`config.mk`:
```
export PLATFORM = sky130hd
export DESIGN_NAME = obi_timer_responder
export DESIGN_NICKNAME = d
export VERILOG_FILES = /design/src/rtl/obi_timer_responder.sv
export SDC_FILE = /design/constraint.sdc
export NUM_CORES = 1
export LEC_CHECK = 0
export ABC_CLOCK_PERIOD_IN_PS = 4100
export CAP_MARGIN = 40
export CORE_ASPECT_RATIO = 0.5
export CORE_UTILIZATION = 45
export CTS_BUF_LIST = sky130_fd_sc_hd__clkbuf_16
export CTS_CLUSTER_SIZE = 8
export DETAILED_ROUTE_END_ITERATION = 8
export GPL_TIMING_DRIVEN = 0
export SYNTH_ARGS = -nofsm -noshare
export SYNTH_HDL_FRONTEND = slang
export SYNTH_SLANG_ARGS = --single-unit
```
`constraint.sdc`:
```
create_clock -name clk_i -period 4.1 [get_ports clk_i]
set_input_delay 0.82 -clock clk_i [delete_from_list [all_inputs] [get_ports clk_i]]
set_output_delay 0.82 -clock clk_i [all_outputs]
set_load 0.1 [all_outputs]
```
`src/rtl/obi_timer_responder.sv`:
```
// OBI data-bus responder exposing a RISC-V style mtime/mtimecmp timer.
// Single-cycle response after grant; grant may be delayed by GNT_WAIT cycles.
module obi_timer_responder #(
  parameter logic [31:0] BASE_ADDR = 32'h1500_0000,
  parameter int unsigned GNT_WAIT  = 0
) (
  input  logic        clk_i,
  input  logic        rst_i,
  input  logic        req_i,
  input  logic [31:0] addr_i,
  input  logic        we_i,
  input  logic [3:0]  be_i,
  input  logic [31:0] wdata_i,
  output logic        gnt_o,
  output logic        rvalid_o,
  output logic [31:0] rdata_o,
  output logic        irq_timer_o
);

  localparam logic [2:0] L_WAIT = 3'(GNT_WAIT);

  typedef enum logic {
    S_IDLE,
    S_WAIT
  } state_t;

  state_t      r_state;
  logic [2:0]  r_wait_cnt;
  logic [63:0] r_mtime;
  logic [63:0] r_mtimecmp;
  logic [1:0]  r_ctrl;
  logic [15:0] r_prescale;
  logic [15:0] r_pcnt;
  logic        r_rvalid;
  logic [31:0] r_rdata;
  logic        r_irq;

  logic        w_gnt;
  logic [31:0] w_off;
  logic        w_hit;
  logic [2:0]  w_idx;
  logic        w_wr;
  logic        w_wr_mlo;
  logic        w_wr_mhi;
  logic        w_wr_clo;
  logic        w_wr_chi;
  logic        w_wr_ctrl;
  logic        w_wr_pre;
  logic        w_tick;
  logic [31:0] w_rd;

  function automatic logic [31:0] f_merge(
    input logic [31:0] old_v,
    input logic [31:0] new_v,
    input logic [3:0]  be
  );
    logic [31:0] r;
    r = old_v;
    for (int i = 0; i < 4; i++) begin
      if (be[i]) r[8*i +: 8] = new_v[8*i +: 8];
    end
    return r;
  endfunction

  assign w_gnt = !rst_i && req_i && (r_wait_cnt == L_WAIT);
  assign gnt_o = w_gnt;

  // Offset compare also rejects addresses below the base (wraps large).
  assign w_off = addr_i - BASE_ADDR;
  assign w_hit = (w_off < 32'h18) && (w_off[1:0] == 2'b00);
  assign w_idx = w_off[4:2];

  assign w_wr      = w_gnt && we_i && w_hit;
  assign w_wr_mlo  = w_wr && (w_idx == 3'd0);
  assign w_wr_mhi  = w_wr && (w_idx == 3'd1);
  assign w_wr_clo  = w_wr && (w_idx == 3'd2);
  assign w_wr_chi  = w_wr && (w_idx == 3'd3);
  assign w_wr_ctrl = w_wr && (w_idx == 3'd4);
  assign w_wr_pre  = w_wr && (w_idx == 3'd5);

  assign w_tick = r_ctrl[0] && (r_pcnt == r_prescale);

  always_comb begin
    w_rd = 32'd0;
    if (w_hit) begin
      unique case (w_idx)
        3'd0:    w_rd = r_mtime[31:0];
        3'd1:    w_rd = r_mtime[63:32];
        3'd2:    w_rd = r_mtimecmp[31:0];
        3'd3:    w_rd = r_mtimecmp[63:32];
        3'd4:    w_rd = {30'd0, r_ctrl};
        3'd5:    w_rd = {16'd0, r_prescale};
        default: w_rd = 32'd0;
      endcase
    end
  end

  always_ff @(posedge clk_i) begin
    if (rst_i) begin
      r_state    <= S_IDLE;
      r_wait_cnt <= 3'd0;
    end else if (req_i && !w_gnt) begin
      r_state    <= S_WAIT;
      r_wait_cnt <= (r_state == S_WAIT) ? r_wait_cnt + 3'd1 : 3'd1;
    end else begin
      r_state    <= S_IDLE;
      r_wait_cnt <= 3'd0;
    end
  end

  always_ff @(posedge clk_i) begin
    if (rst_i) begin
      r_pcnt <= 16'd0;
    end else if (!r_ctrl[0] || w_wr_pre) begin
      r_pcnt <= 16'd0;
    end else if (r_pcnt == r_prescale) begin
      r_pcnt <= 16'd0;
    end else begin
      r_pcnt <= r_pcnt + 16'd1;
    end
  end

  // A bus write to either mtime half suppresses that cycle's increment.
  always_ff @(posedge clk_i) begin
    if (rst_i) begin
      r_mtime <= 64'd0;
    end else if (w_wr_mlo || w_wr_mhi) begin
      if (w_wr_mlo)
        r_mtime[31:0] <= f_merge(r_mtime[31:0], wdata_i, be_i);
      if (w_wr_mhi)
        r_mtime[63:32] <= f_merge(r_mtime[63:32], wdata_i, be_i);
    end else if (w_tick) begin
      r_mtime <= r_mtime + 64'd1;
    end
  end

  always_ff @(posedge clk_i) begin
    if (rst_i) begin
      r_mtimecmp <= 64'hFFFF_FFFF_FFFF_FFFF;
      r_ctrl     <= 2'd0;
      r_prescale <= 16'd0;
    end else begin
      if (w_wr_clo)
        r_mtimecmp[31:0] <= f_merge(r_mtimecmp[31:0], wdata_i, be_i);
      if (w_wr_chi)
        r_mtimecmp[63:32] <= f_merge(r_mtimecmp[63:32], wdata_i, be_i);
      if (w_wr_ctrl && be_i[0])
        r_ctrl <= wdata_i[1:0];
      if (w_wr_pre) begin
        if (be_i[0]) r_prescale[7:0]  <= wdata_i[7:0];
        if (be_i[1]) r_prescale[15:8] <= wdata_i[15:8];
      end
    end
  end

  always_ff @(posedge clk_i) begin
    if (rst_i) begin
      r_rvalid <= 1'b0;
      r_rdata  <= 32'd0;
      r_irq    <= 1'b0;
    end else begin
      r_rvalid <= w_gnt;
      r_rdata  <= (w_gnt && !we_i) ? w_rd : 32'd0;
      r_irq    <= r_ctrl[1] && (r_mtime >= r_mtimecmp);
    end
  end

  // Masking by rst_i cancels a response already registered when reset hits.
  assign rvalid_o    = r_rvalid && !rst_i;
  assign rdata_o     = rst_i ? 32'd0 : r_rdata;
  assign irq_timer_o = r_irq && !rst_i;

endmodule

```
==> results of run 1 <==
metal layers:
metal / vias up / GRT usage / share of wire
met5: - / 0 / 0
met4: 0 / 0.1179 / 0.024
met3: 90 / 0.09839 / 0.10
met2: 644 / 0.5475 / 0.43
met1: 5926 / 0.4829 / 0.44
li1: 5596 / - / -
kinds of logic (layout without fill, tap and decap cells):
family,count (synthesis),in the layout,synth area share
xor+xnor,27,27,0.01997
buf+inv,162,342,0.05452
simple gates,527,527,0.2322
compound gates,382,382,0.2056
fa+ha+maj,68,68,0.07185
mux,86,86,0.07766
flops,200,200,0.3381
critical path, stage by stage:
cell and delay (ns):
sky130_fd_sc_hd__clkdlybuf4s50_1 0.45, sky130_fd_sc_hd__clkbuf_1 0.30, sky130_fd_sc_hd__nor2_1 0.44, sky130_fd_sc_hd__and2_0 0.49, sky130_fd_sc_hd__clkbuf_1 0.68, sky130_fd_sc_hd__clkbuf_1 0.74, sky130_fd_sc_hd__a22oi_1 0.31, sky130_fd_sc_hd__a31oi_1 0.29
path summary, 6_finish.rpt:
kind / from / endpoint / slack (ns)
worst min-delay path: r_state / r_wait_cnt[0] / 0.48
worst min register to register: r_state / r_wait_cnt[0] / 0.48
worst max-delay path: addr_i[4] / r_rdata[0] / -0.06
worst max register to register: r_wait_cnt[0] / r_mtime[12] / 0.85
power by group:
part	internal (mW)	switching, mW	total, mW
Sequential	1.94	0.000130	1.94
Clock	0.840	0.850	1.69
Combinational	0.0970	0.168	0.265
flip-flops by register name, summed over array words and instances (netlist names):
signal      cells
r_ctrl          2
r_prescale     16
r_rdata        32
r_state         1
r_rvalid        1
r_wait_cnt      3
r_irq           1
r_mtimecmp     64
r_pcnt         16
r_mtime        64
stage by stage:
stage	setup WS, ns	util
floorplan	0.7289	-
global placement	-0.4866	0.5214
detailed placement	-0.4094	0.5466
CTS	0.04826	0.5684
global route	0.04694	0.5693
finish	-0.05556	0.5693
placed cells by master (no fill, tap or decap), types with 5 or more instances in the layout:
cell and instances:
sky130_fd_sc_hd__buf_4 9, sky130_fd_sc_hd__dfxtp_1 200, sky130_fd_sc_hd__nor4_1 24, sky130_fd_sc_hd__a21oi_1 119
sky130_fd_sc_hd__clkbuf_16 17, sky130_fd_sc_hd__o21a_1 12, sky130_fd_sc_hd__clkbuf_1 57, sky130_fd_sc_hd__nand3_1 42
sky130_fd_sc_hd__buf_2 22, sky130_fd_sc_hd__nand4_1 32, sky130_fd_sc_hd__o211ai_1 19, sky130_fd_sc_hd__o21ai_0 78
sky130_fd_sc_hd__a222oi_1 6, sky130_fd_sc_hd__a21o_1 40, sky130_fd_sc_hd__nor2b_1 36, sky130_fd_sc_hd__xor2_1 25
sky130_fd_sc_hd__and2_1 13, sky130_fd_sc_hd__a31oi_1 6, sky130_fd_sc_hd__buf_8 31, sky130_fd_sc_hd__nand2_1 143
sky130_fd_sc_hd__nor2_1 97, sky130_fd_sc_hd__a211oi_1 15, sky130_fd_sc_hd__mux2i_1 75, sky130_fd_sc_hd__nand3b_1 5
sky130_fd_sc_hd__or3_1 11, sky130_fd_sc_hd__mux2_2 7, sky130_fd_sc_hd__and4_1 12, sky130_fd_sc_hd__ha_1 68
sky130_fd_sc_hd__clkdlybuf4s50_1 102, sky130_fd_sc_hd__a22oi_1 47, sky130_fd_sc_hd__nor3_1 39, sky130_fd_sc_hd__and3_1 38
sky130_fd_sc_hd__inv_1 78
timing repair:
action | in CTS | in global routing
endpoints found under the setup margin | 15 | 36
pin swaps | 0 | 1
resized for setup | 2 | 2
setup buffers | 0 | 2
layout make-up:
class                   count  area, um2  share of cell area
multi-input cells        1090       7202              0.4962
flip-flops and latches    200       4004              0.2759
repair buffers            148       1675              0.1154
well taps                 344      430.4             0.02966
clock buffers              17      425.4             0.02931
plain buffers              83      352.8             0.02431
inverters                  79      296.5             0.02043
clock inverters            15      127.6            0.008793
==> metrics.md, run 1 <==
| Metric | Value |
|---|---|
| Yosys warnings | `0` |
| Crit path DAT | `4.53 ns` |
| Number of CTS-inserted buffers | `17` |
| RSZ-0062 raised after global routing | `false` |
| Clock-pin slew on the worst setup and hold paths | `0.07 ns` |
| Cell area after layout | `0.01451 mm2` |
| Number of detailed-route iterations in the first pass | `7` |
| Total of fill cells in the finished design | `2395` |
| Clock sinks | `200` |
| Post-Syn Area per Cell | `8.155 um2` |
| Worst clock skew | `~0.011 ns` |
| Pleak | `6.545 nW` |
| Clock tree from TritonCTS | `yes` |
| Crit path max fanout | `10` |
| Total of endpoints with negative setup slack in the final report | `1` |
| Core region area | `0.02550 mm2` |
| Fraction of final layout cells sized beyond drive strength 1 | `0.08395` |
| Worst-case setup margin in the final layout | `-0.05556 ns` |
| CTS Root Cell | `sky130_fd_sc_hd__clkbuf_16` |
| Clock insertion delay at the later pin of the skew report | `roughly 0.47 ns` |
| Initial Util | `0.4644` |
| Post-detailed-route count of antenna-violating nets | `0` |
| Post-Synthesis Cell Area | `0.01184 mm2` |
| Final HPWL from detailed placement | `36190 um` |
| Syn nets | `between 1.5k and 2k` |
| Worst vdd ir | `approximately 300 uV` |
| Highest achievable clock rate | `between 0.2 and 0.25 GHz` |
| Result of the run | `complete, but fails checks` |
| Clock Tree Buf Depth | `2` |
| Top cell type by total area after synthesis | `sky130_fd_sc_hd__dfxtp_1` |
| Total detailed-routing wirelength | `47620 um` |
| Std-Cell Rows | `41` |
| Layout Area Growth over Synthesis | `22.57%` |
| Flops & latches, synth | `200` |
| Number of buffers inserted by port buffering | `102` |
| Number of global-route vias before repair | `11.41k` |
| Post-place instance area | `0.01394 mm2` |
| Crit. End Element | `flop` |
| Top-area cell type share of the netlist area | `0.3381` |
| Count of maximum capacitance violations | `0` |
| Number of DRC markers after the initial detailed-route iteration | `1046` |
| Min Tclk post-route | `4.156 ns` |
| Final net count | `1759` |
| Path depth of the worst reg2reg path | `13` |
| Ports placed on the boundary | `107` |
| Transition time at the pin with the least slew margin | `0.9441 ns` |
| Dominant cell by count in the synthesized netlist | `sky130_fd_sc_hd__dfxtp_1` |
| Total via count in the routed design | `12.26k` |
| Sequential fraction of the synthesis area | `0.3381` |
| DIE AREA | `0.02701 mm2` |
| Initial antenna violation count | `0` |
| Count of unresolved DRC violations after routing | `0` |
| Power consumption | `a little under 4 mW` |
| WHS | `0.4781 ns` |
| Most common library cells after synthesis | `200 x sky130_fd_sc_hd__dfxtp_1, 143 x sky130_fd_sc_hd__nand2_1, 119 x sky130_fd_sc_hd__a21oi_1` |
| Fin. Hold Viols | `0` |
| Die Y | `116.7 um` |
| Die boundary width | `231.4 um` |
| Worst hold path class | `reg -> reg` |
| GRT Resource Usage Total | `0.3564` |
| Max transition margin | `0.3657` |
| Total negative slack | `-0.05556 ns` |
| Number of diodes | `0` |
| Vias per inst | `about 6.2` |
| Mapped Cells | `1452` |
| Largest net degree at the start of global routing | `18` |
| Number of enable-type register cells in the synthesized netlist | `0` |
| Start-to-end type of the worst setup path | `in -> reg` |
| Hold Path Depth | `1` |
| Routability congestion estimate | `1.019` |
| Wire per inst | `24.10 um` |
| Cell total after placement | `1941` |
| H-tree levels | `4` |
| Failing checks | `setup timing` |
| Launching element type of the critical path | `input port` |
| Dominant cells by area after synthesis | `sky130_fd_sc_hd__dfxtp_1 34%, sky130_fd_sc_hd__ha_1 7.2%, sky130_fd_sc_hd__mux2i_1 6.3%` |
| Wire length of the first global-routing pass | `around 70000 um` |
| Dominant synthesized flop cell | `sky130_fd_sc_hd__dfxtp_1` |
| Non-filler instance count after layout | `1976` |
| Distinct cell type count after synthesis | `76` |
| Required arrival time at the worst endpoint | `4.47 ns` |
| Hold bufs inserted after CTS | `0` |
| Share of flip-flops with an asynchronous set or reset after synthesis | `0` |
| Power per standard cell area | `268.5 mW/mm2` |
| Total congestion overflow | `0` |
| Share of the clock period used by the worst path after layout | `1.014` |
| Final Max Tran Viols | `0` |
Note: power is estimated with default switching activity, not from simulation.
==> run 2, diff against run 1 <==
--- a/config.mk
+++ b/config.mk
@@ -9,7 +9,7 @@
 export CAP_MARGIN = 40
 export CORE_ASPECT_RATIO = 0.5
 export CORE_UTILIZATION = 45
-export CTS_BUF_LIST = sky130_fd_sc_hd__clkbuf_16
+export CTS_BUF_LIST = sky130_fd_sc_hd__clkbuf_4 sky130_fd_sc_hd__clkbuf_8
 export CTS_CLUSTER_SIZE = 8
 export DETAILED_ROUTE_END_ITERATION = 8
 export GPL_TIMING_DRIVEN = 0
==> metrics.md, run 2 (synthesized netlist as in run 1, its figures left out) <==
| Metric | Value |
|---|---|
| Worst vdd ir | `186.1 uV (-38%)` |
| Core region area | `0.02550 mm2 (unchanged)` |
| Multi-input combinational cell area | `0.007202 mm2 (unchanged)` |
| Result of the run | `complete, no violations` |
| Combinational share of power | `0.076 (+0.008)` |
| Number of diodes | `0 (unchanged)` |
| Worst hold path class | `reg -> reg` |
| Start-to-end type of the worst setup path | `in -> reg` |
| Worst clock skew | `0.01777 ns (+0.006742 ns)` |
| Net switching component of the power | `0.9555 mW (-6.2%)` |
| Count of unresolved DRC violations after routing | `0 (unchanged)` |
| Clock sinks | `200 (unchanged)` |
| Max transition margin | `0.3770 (+0.01123)` |
| Sequential cell area | `0.004004 mm2 (unchanged)` |
| Hold bufs inserted after CTS | `0 (unchanged)` |
| Clock Tree Buf Depth | `2 (unchanged)` |
| Total detailed-routing wirelength | `47470 um (-0.31%)` |
| Initial Util | `0.4644 (unchanged)` |
| Most Frequent Cell on Critical Path | `sky130_fd_sc_hd__clkbuf_1` |
| Internal power | `2.549 mW (-11%)` |
| Clock tree from TritonCTS | `yes` |
| Highest achievable clock rate | `0.2501 GHz (+3.9%)` |
| Number of buffers inserted by port buffering | `102 (unchanged)` |
| Number of CTS-inserted buffers | `17 (unchanged)` |
| GRT Resource Usage Total | `0.3554 (-0.001074)` |
| Buf/Inv on CP | `4 (unchanged)` |
| Sequential share of power | `0.554 (+0.056)` |
| Die Y | `116.7 um (unchanged)` |
| Proportion of total power due to net switching | `0.2726 (+0.01126)` |
| Total of endpoints with negative setup slack in the final report | `0 (-1)` |
| Post-place instance area | `0.01394 mm2 (unchanged)` |
| CTS Root Cell | `sky130_fd_sc_hd__clkbuf_8` |
| Largest net degree at the start of global routing | `18 (unchanged)` |
| Power consumption | `3.505 mW (-10%)` |
| Fin. Hold Viols | `0 (unchanged)` |
| Std-Cell Rows | `41 (unchanged)` |
| Crit path max fanout | `10 (unchanged)` |
| Commonest non-fill, non-tap cells in the layout | `200 x sky130_fd_sc_hd__dfxtp_1, 143 x sky130_fd_sc_hd__nand2_1, 119 x sky130_fd_sc_hd__a21oi_1` |
| Total via count in the routed design | `12.12k (-1.1%)` |
| Layout Area Growth over Synthesis | `21.07%` |
| Clock insertion delay at the later pin of the skew report | `0.52 ns (+0.05 ns)` |
| Count of maximum capacitance violations | `0 (unchanged)` |
| Number of DRC markers after the initial detailed-route iteration | `1114 (+6.5%)` |
| Commonest non-fill, non-tap cell in the layout | `sky130_fd_sc_hd__dfxtp_1` |
| Min Tclk post-route | `3.998 ns (-0.1574 ns)` |
| Power per standard cell area | `244.5 mW/mm2 (-8.9%)` |
| Transition time at the pin with the least slew margin | `0.9345 ns (-0.009582 ns)` |
| Wire length of the first global-routing pass | `70170 um (-0.30%)` |
| Crit path DAT | `4.42 ns (-0.11 ns)` |
| Final Max Tran Viols | `0 (unchanged)` |
| Launching element type of the critical path | `input port` |
| Number of detailed-route iterations in the first pass | `7 (unchanged)` |
| Final net count | `1759 (unchanged)` |
| WHS | `0.4825 ns (+0.004347 ns)` |
| Total congestion overflow | `0 (unchanged)` |
| Family with the most delay on the worst path | `buffers and inverters` |
| RSZ-0062 raised after global routing | `false` |
| Share of the clock period used by the worst path after layout | `0.9752 (-0.03839)` |
| Ports placed on the boundary | `107 (unchanged)` |
| Post-detailed-route count of antenna-violating nets | `0 (unchanged)` |
| Cell area after layout | `0.01434 mm2 (-1.2%)` |
| Pleak | `6.463 nW (-1.3%)` |
| Clock network power share | `0.370 (-0.064)` |
| Fraction of final layout cells sized beyond drive strength 1 | `0.08517 (+0.001225)` |
| Vias per inst | `6.136 (-1.1%)` |
| Initial antenna violation count | `0 (unchanged)` |
| Die boundary width | `231.4 um (unchanged)` |
| Wire per inst | `24.02 um (-0.31%)` |
| Delay contributed by the slowest stage of the critical path | `0.68 ns (-0.06 ns)` |
| Required arrival time at the worst endpoint | `4.52 ns (+0.05 ns)` |
| Routability congestion estimate | `1.019 (unchanged)` |
| Critical-path cell list | `clkdlybuf4s50_1 -> clkbuf_1 -> nor2_1 -> and2_0 -> clkbuf_1 -> clkbuf_1 -> a22oi_1 -> a31oi_1` |
| Number of global-route vias before repair | `11.30k (-0.94%)` |
| Total of fill cells in the finished design | `2416 (+0.88%)` |
| Crit. End Element | `flop` |
| Clock-pin slew on the worst setup and hold paths | `0.10 ns (+0.03 ns)` |
| Final HPWL from detailed placement | `36190 um (unchanged)` |
| H-tree levels | `4 (unchanged)` |
| Library cell contributing the largest single delay on the critical path | `sky130_fd_sc_hd__clkbuf_1` |
| Registers with the most flip-flops | `r_mtime: 64 flops, r_mtimecmp: 64 flops, r_rdata: 32 flops` |
| DIE AREA | `0.02701 mm2 (unchanged)` |
## run 2: cell count changes in the layout (fill, tap and decap cells not counted)
cell                        delta
sky130_fd_sc_hd__clkbuf_8     +18
sky130_fd_sc_hd__clkbuf_16    -17
sky130_fd_sc_hd__clkbuf_4      +1
sky130_fd_sc_hd__clkinv_1      -1
sky130_fd_sc_hd__inv_1         -1
## run 2: area by class of cell
type | instances | area share
timing repair buffer | 148 | 0.1169
buffer | 83 | 0.02461
clock buffer | 19 | 0.01780
multi-input combinational | 1090 | 0.5024
tap | 344 | 0.03002
clock inverter | 13 | 0.008378
sequential | 200 | 0.2793
inverter | 79 | 0.02068
## run 2: per-stage QoR
step                cells  worst slack (ns)  utilization  TNS, ns
floorplan            1452            0.7289            -        0
global placement     1898           -0.4866       0.5214   -48.74
detailed placement   1941           -0.4094       0.5466   -16.44
CTS                  1973           0.04955       0.5615        0
global route         1976            0.1303       0.5623        0
finish               1976            0.1018       0.5623        0
## run 2: per-layer routing
layer  vias up  routed length, um  track usage
met2       579              20270       0.5441
met4         0               1152       0.1307
met5         -                  0            0
met1      5864              20980       0.4819
li1       5595                  -            -
met3        86               5074      0.09229
## run 2: worst paths after layout
check                       end          start  cells after the start  slack [ns]
setup / recovery     r_rdata[0]      addr_i[4]                      8        0.10
hold / removal    r_wait_cnt[0]        r_state                      1        0.48
setup reg to reg    r_mtime[18]  r_wait_cnt[0]                     13        0.88
hold reg to reg   r_wait_cnt[0]        r_state                      1        0.48
## run 2: power groups by stage
stage	clock [mW]	sequential (mW)	combinational, mW
after floorplan	0	1.99	0.0922
after global placement	0	1.99	0.250
after detailed placement	0	1.99	0.257
after CTS	1.31	1.94	0.258
after global routing	1.39	1.94	0.273
final	1.30	1.94	0.265
## run 2: timing repair
item,4_1_cts,5_1_grt
resized for setup,2,2
endpoints found under the setup margin,15,28
pin swaps,0,1
buffers inserted,0,2
==> run 3, diff against run 2 <==
--- a/config.mk
+++ b/config.mk
@@ -12,7 +12,6 @@
 export CTS_BUF_LIST = sky130_fd_sc_hd__clkbuf_4 sky130_fd_sc_hd__clkbuf_8
 export CTS_CLUSTER_SIZE = 8
 export DETAILED_ROUTE_END_ITERATION = 8
-export GPL_TIMING_DRIVEN = 0
 export SYNTH_ARGS = -nofsm -noshare
 export SYNTH_HDL_FRONTEND = slang
 export SYNTH_SLANG_ARGS = --single-unit
==> metrics.md, run 3 (synthesized netlist as in run 1, its figures left out) <==
| Metric | Value |
|---|---|
| Worst vdd ir | `213.7 uV (+15%)` |
| Crit. End Element | `flop` |
| Endpoint of the worst hold path | `r_wait_cnt[0]` |
| Internal reg-to-reg setup slack | `1.08 ns (+0.20 ns)` |
| Total via count in the routed design | `11.42k (-5.8%)` |
| Non-filler instance count after layout | `1883 (-4.7%)` |
| Hold bufs inserted after CTS | `0 (unchanged)` |
| Hold Path Depth | `1 (unchanged)` |
| Most crowded layer after global routing | `met2` |
| Total detailed-routing wirelength | `40500 um (-15%)` |
| Result of the run | `complete, no violations` |
| Met2 layer usage reported by global route | `0.4563 (-0.08782)` |
| Number of buffers inserted to repair setup after CTS | `0 (unchanged)` |
| Met3 track utilization from global routing | `0.06860 (-0.02368)` |
| Clock tree from TritonCTS | `yes` |
| Wire per inst | `21.51 um (-10%)` |
| Library cell contributing the largest single delay on the critical path | `sky130_fd_sc_hd__a21oi_1` |
| Core region area | `0.02550 mm2 (unchanged)` |
| Path depth of the worst reg2reg path | `10 (-3)` |
| Delay contributed by the slowest stage of the critical path | `0.74 ns (+0.06 ns)` |
| Final HPWL from detailed placement | `29540 um (-18%)` |
| Count of maximum capacitance violations | `0 (unchanged)` |
| Routability congestion estimate | `0.9439 (-7.4%)` |
| DIE AREA | `0.02701 mm2 (unchanged)` |
| Clock-pin slew on the worst setup and hold paths | `0.11 ns (about the same)` |
| Final Max Tran Viols | `0 (unchanged)` |
| Origin of the critical flop-to-flop path | `r_wait_cnt[0]` |
| Initial antenna violation count | `2 (+2)` |
| Wire length of the first global-routing pass | `61780 um (-12%)` |
| Die boundary width | `231.4 um (unchanged)` |
| Startpoint of the worst setup timing path | `addr_i[26]` |
| Min-delay src | `r_state` |
| Required arrival time at the worst endpoint | `4.56 ns (+0.04 ns)` |
| Commonest non-fill, non-tap cells in the layout | `200 x sky130_fd_sc_hd__dfxtp_1, 142 x sky130_fd_sc_hd__nand2_1, 119 x sky130_fd_sc_hd__a21oi_1` |
| Total of fill cells in the finished design | `2396 (-0.83%)` |
| Min Tclk post-route | `3.488 ns (-0.5105 ns)` |
| Number of DRC markers after the initial detailed-route iteration | `1265 (+14%)` |
| Cell total after placement | `1850 (-4.7%)` |
| Total of endpoints with negative setup slack in the final report | `0 (unchanged)` |
| Crit path max fanout | `18 (+8)` |
| Fin. Hold Viols | `0 (unchanged)` |
| Layout Area Growth over Synthesis | `14.64%` |
| Number of detailed-route iterations in the first pass | `6 (-1)` |
| Pleak | `6.213 nW (-3.9%)` |
| Clock Tree Buf Depth | `2 (unchanged)` |
| Critical-path cell list | `clkdlybuf4s50_1 -> nor4bb_1 -> nand4_1 -> nor4_4 -> buf_4 -> a211oi_2 -> a21oi_1 -> o21ai_0 -> a21oi_1` |
| Ports placed on the boundary | `107 (unchanged)` |
| Fraction of final layout cells sized beyond drive strength 1 | `0.09168 (+0.006506)` |
| Final net count | `1665 (-5.3%)` |
| CTS Root Cell | `sky130_fd_sc_hd__clkbuf_8` |
| Number of CTS-inserted buffers | `17 (unchanged)` |
| Commonest non-fill, non-tap cell in the layout | `sky130_fd_sc_hd__dfxtp_1` |
| Clock insertion delay at the later pin of the skew report | `0.53 ns (about the same)` |
| Initial Util | `0.4644 (unchanged)` |
| Crit path DAT | `3.95 ns (-0.47 ns)` |
| Met1 routing resource usage after global routing | `0.4281 (-0.05377)` |
| Transition time at the pin with the least slew margin | `0.9063 ns (-0.02827 ns)` |
| Worst clock skew | `0.02238 ns (+0.004606 ns)` |
| RSZ-0062 raised after global routing | `false` |
| Post-detailed-route count of antenna-violating nets | `0 (unchanged)` |
| Total negative slack | `0 ns (unchanged)` |
| Die Y | `116.7 um (unchanged)` |
| Max transition margin | `0.3958 (+0.01884)` |
| Number of gates resized after CTS | `0 (-2)` |
| H-tree levels | `4 (unchanged)` |
| Worst hold path class | `reg -> reg` |
| Worst reg2reg path endpoint | `r_mtime[25]` |
| GRT Resource Usage Total | `0.3031 (-0.05222)` |
| Total congestion overflow | `0 (unchanged)` |
| Registers with the most flip-flops | `r_mtime: 64 flops, r_mtimecmp: 64 flops, r_rdata: 32 flops` |
| Launching element type of the critical path | `input port` |
| Std-Cell Rows | `41 (unchanged)` |
| Largest net degree at the start of global routing | `113 (+95)` |
| Number of global-route vias before repair | `10.61k (-6.1%)` |
| Vias per inst | `6.066 (-1.1%)` |
| Share of the clock period used by the worst path after layout | `0.8506 (-0.1245)` |
| Count of unresolved DRC violations after routing | `0 (unchanged)` |
| Power per standard cell area | `255.4 mW/mm2 (+4.5%)` |
| Start-to-end type of the worst setup path | `in -> reg` |
| Clock sinks | `200 (unchanged)` |
| Highest achievable clock rate | `0.2867 GHz (+15%)` |
| Most Frequent Cell on Critical Path | `sky130_fd_sc_hd__a21oi_1` |
| Number of buffers inserted by port buffering | `106 (+3.9%)` |
[run 3: per-layer routing]
layer	wire length (um)	share of wire
met1	19130	0.47
met2	17160	0.42
met3	3314	0.082
met4	879	0.022
met5	13	0.00032
[run 3: cell type report]
class | instances | area [um2] | area share
repair buffers | 137 | 1241 | 0.09143
well taps | 344 | 430.4 | 0.03171
multi-input cells | 1090 | 7231 | 0.5326
inverters | 79 | 296.5 | 0.02184
flip-flops and latches | 200 | 4004 | 0.2949
clock buffers | 18 | 247.7 | 0.01825
diodes | 1 | 2.502 | 0.0001843
clock inverters | 14 | 122.6 | 0.009032
[run 3: power breakdown]
group	internal, mW	switching, mW
clock	0.500	0.785
combinational	0.0959	0.145
sequential	1.94	0.000103
[run 3: how the worst max path moves through the flow]
stage / end / slack [ns] / depth (start not counted)
after floorplan: rdata_o[10] / 0.73 / 3
after global placement: r_mtime[28] / 0.22 / 9
after detailed placement: r_mtime[25] / 0.20 / 9
after CTS: r_mtime[25] / 0.72 / 9
after global routing: r_mtime[27] / 0.37 / 9
final: r_mtime[25] / 0.61 / 9
[run 3: through the flow]
stage	hold WS (ns)	setup slack [ns]	instance area [um2]	util	total power, mW
4_1_cts	0.4645	0.7198	13570	0.5324	3.485
2_1_floorplan	0.4244	0.7289	11840	-	2.079
6_report	0.4579	0.6124	13580	0.5325	3.468
3_5_place_dp	0.4521	0.2028	13200	0.5178	2.223
3_3_place_gp	0.4349	0.2199	13200	0.5178	2.222
5_1_grt	0.4799	0.3744	13580	0.5325	3.600
[run 3: critical path, delay by kind of cell]
kind | cells | cell delay (ns)
buffers and inverters | 2 | 0.75
AO/OA/AOI/OAI | 4 | 1.30
AND/OR/NAND/NOR | 3 | 1.07
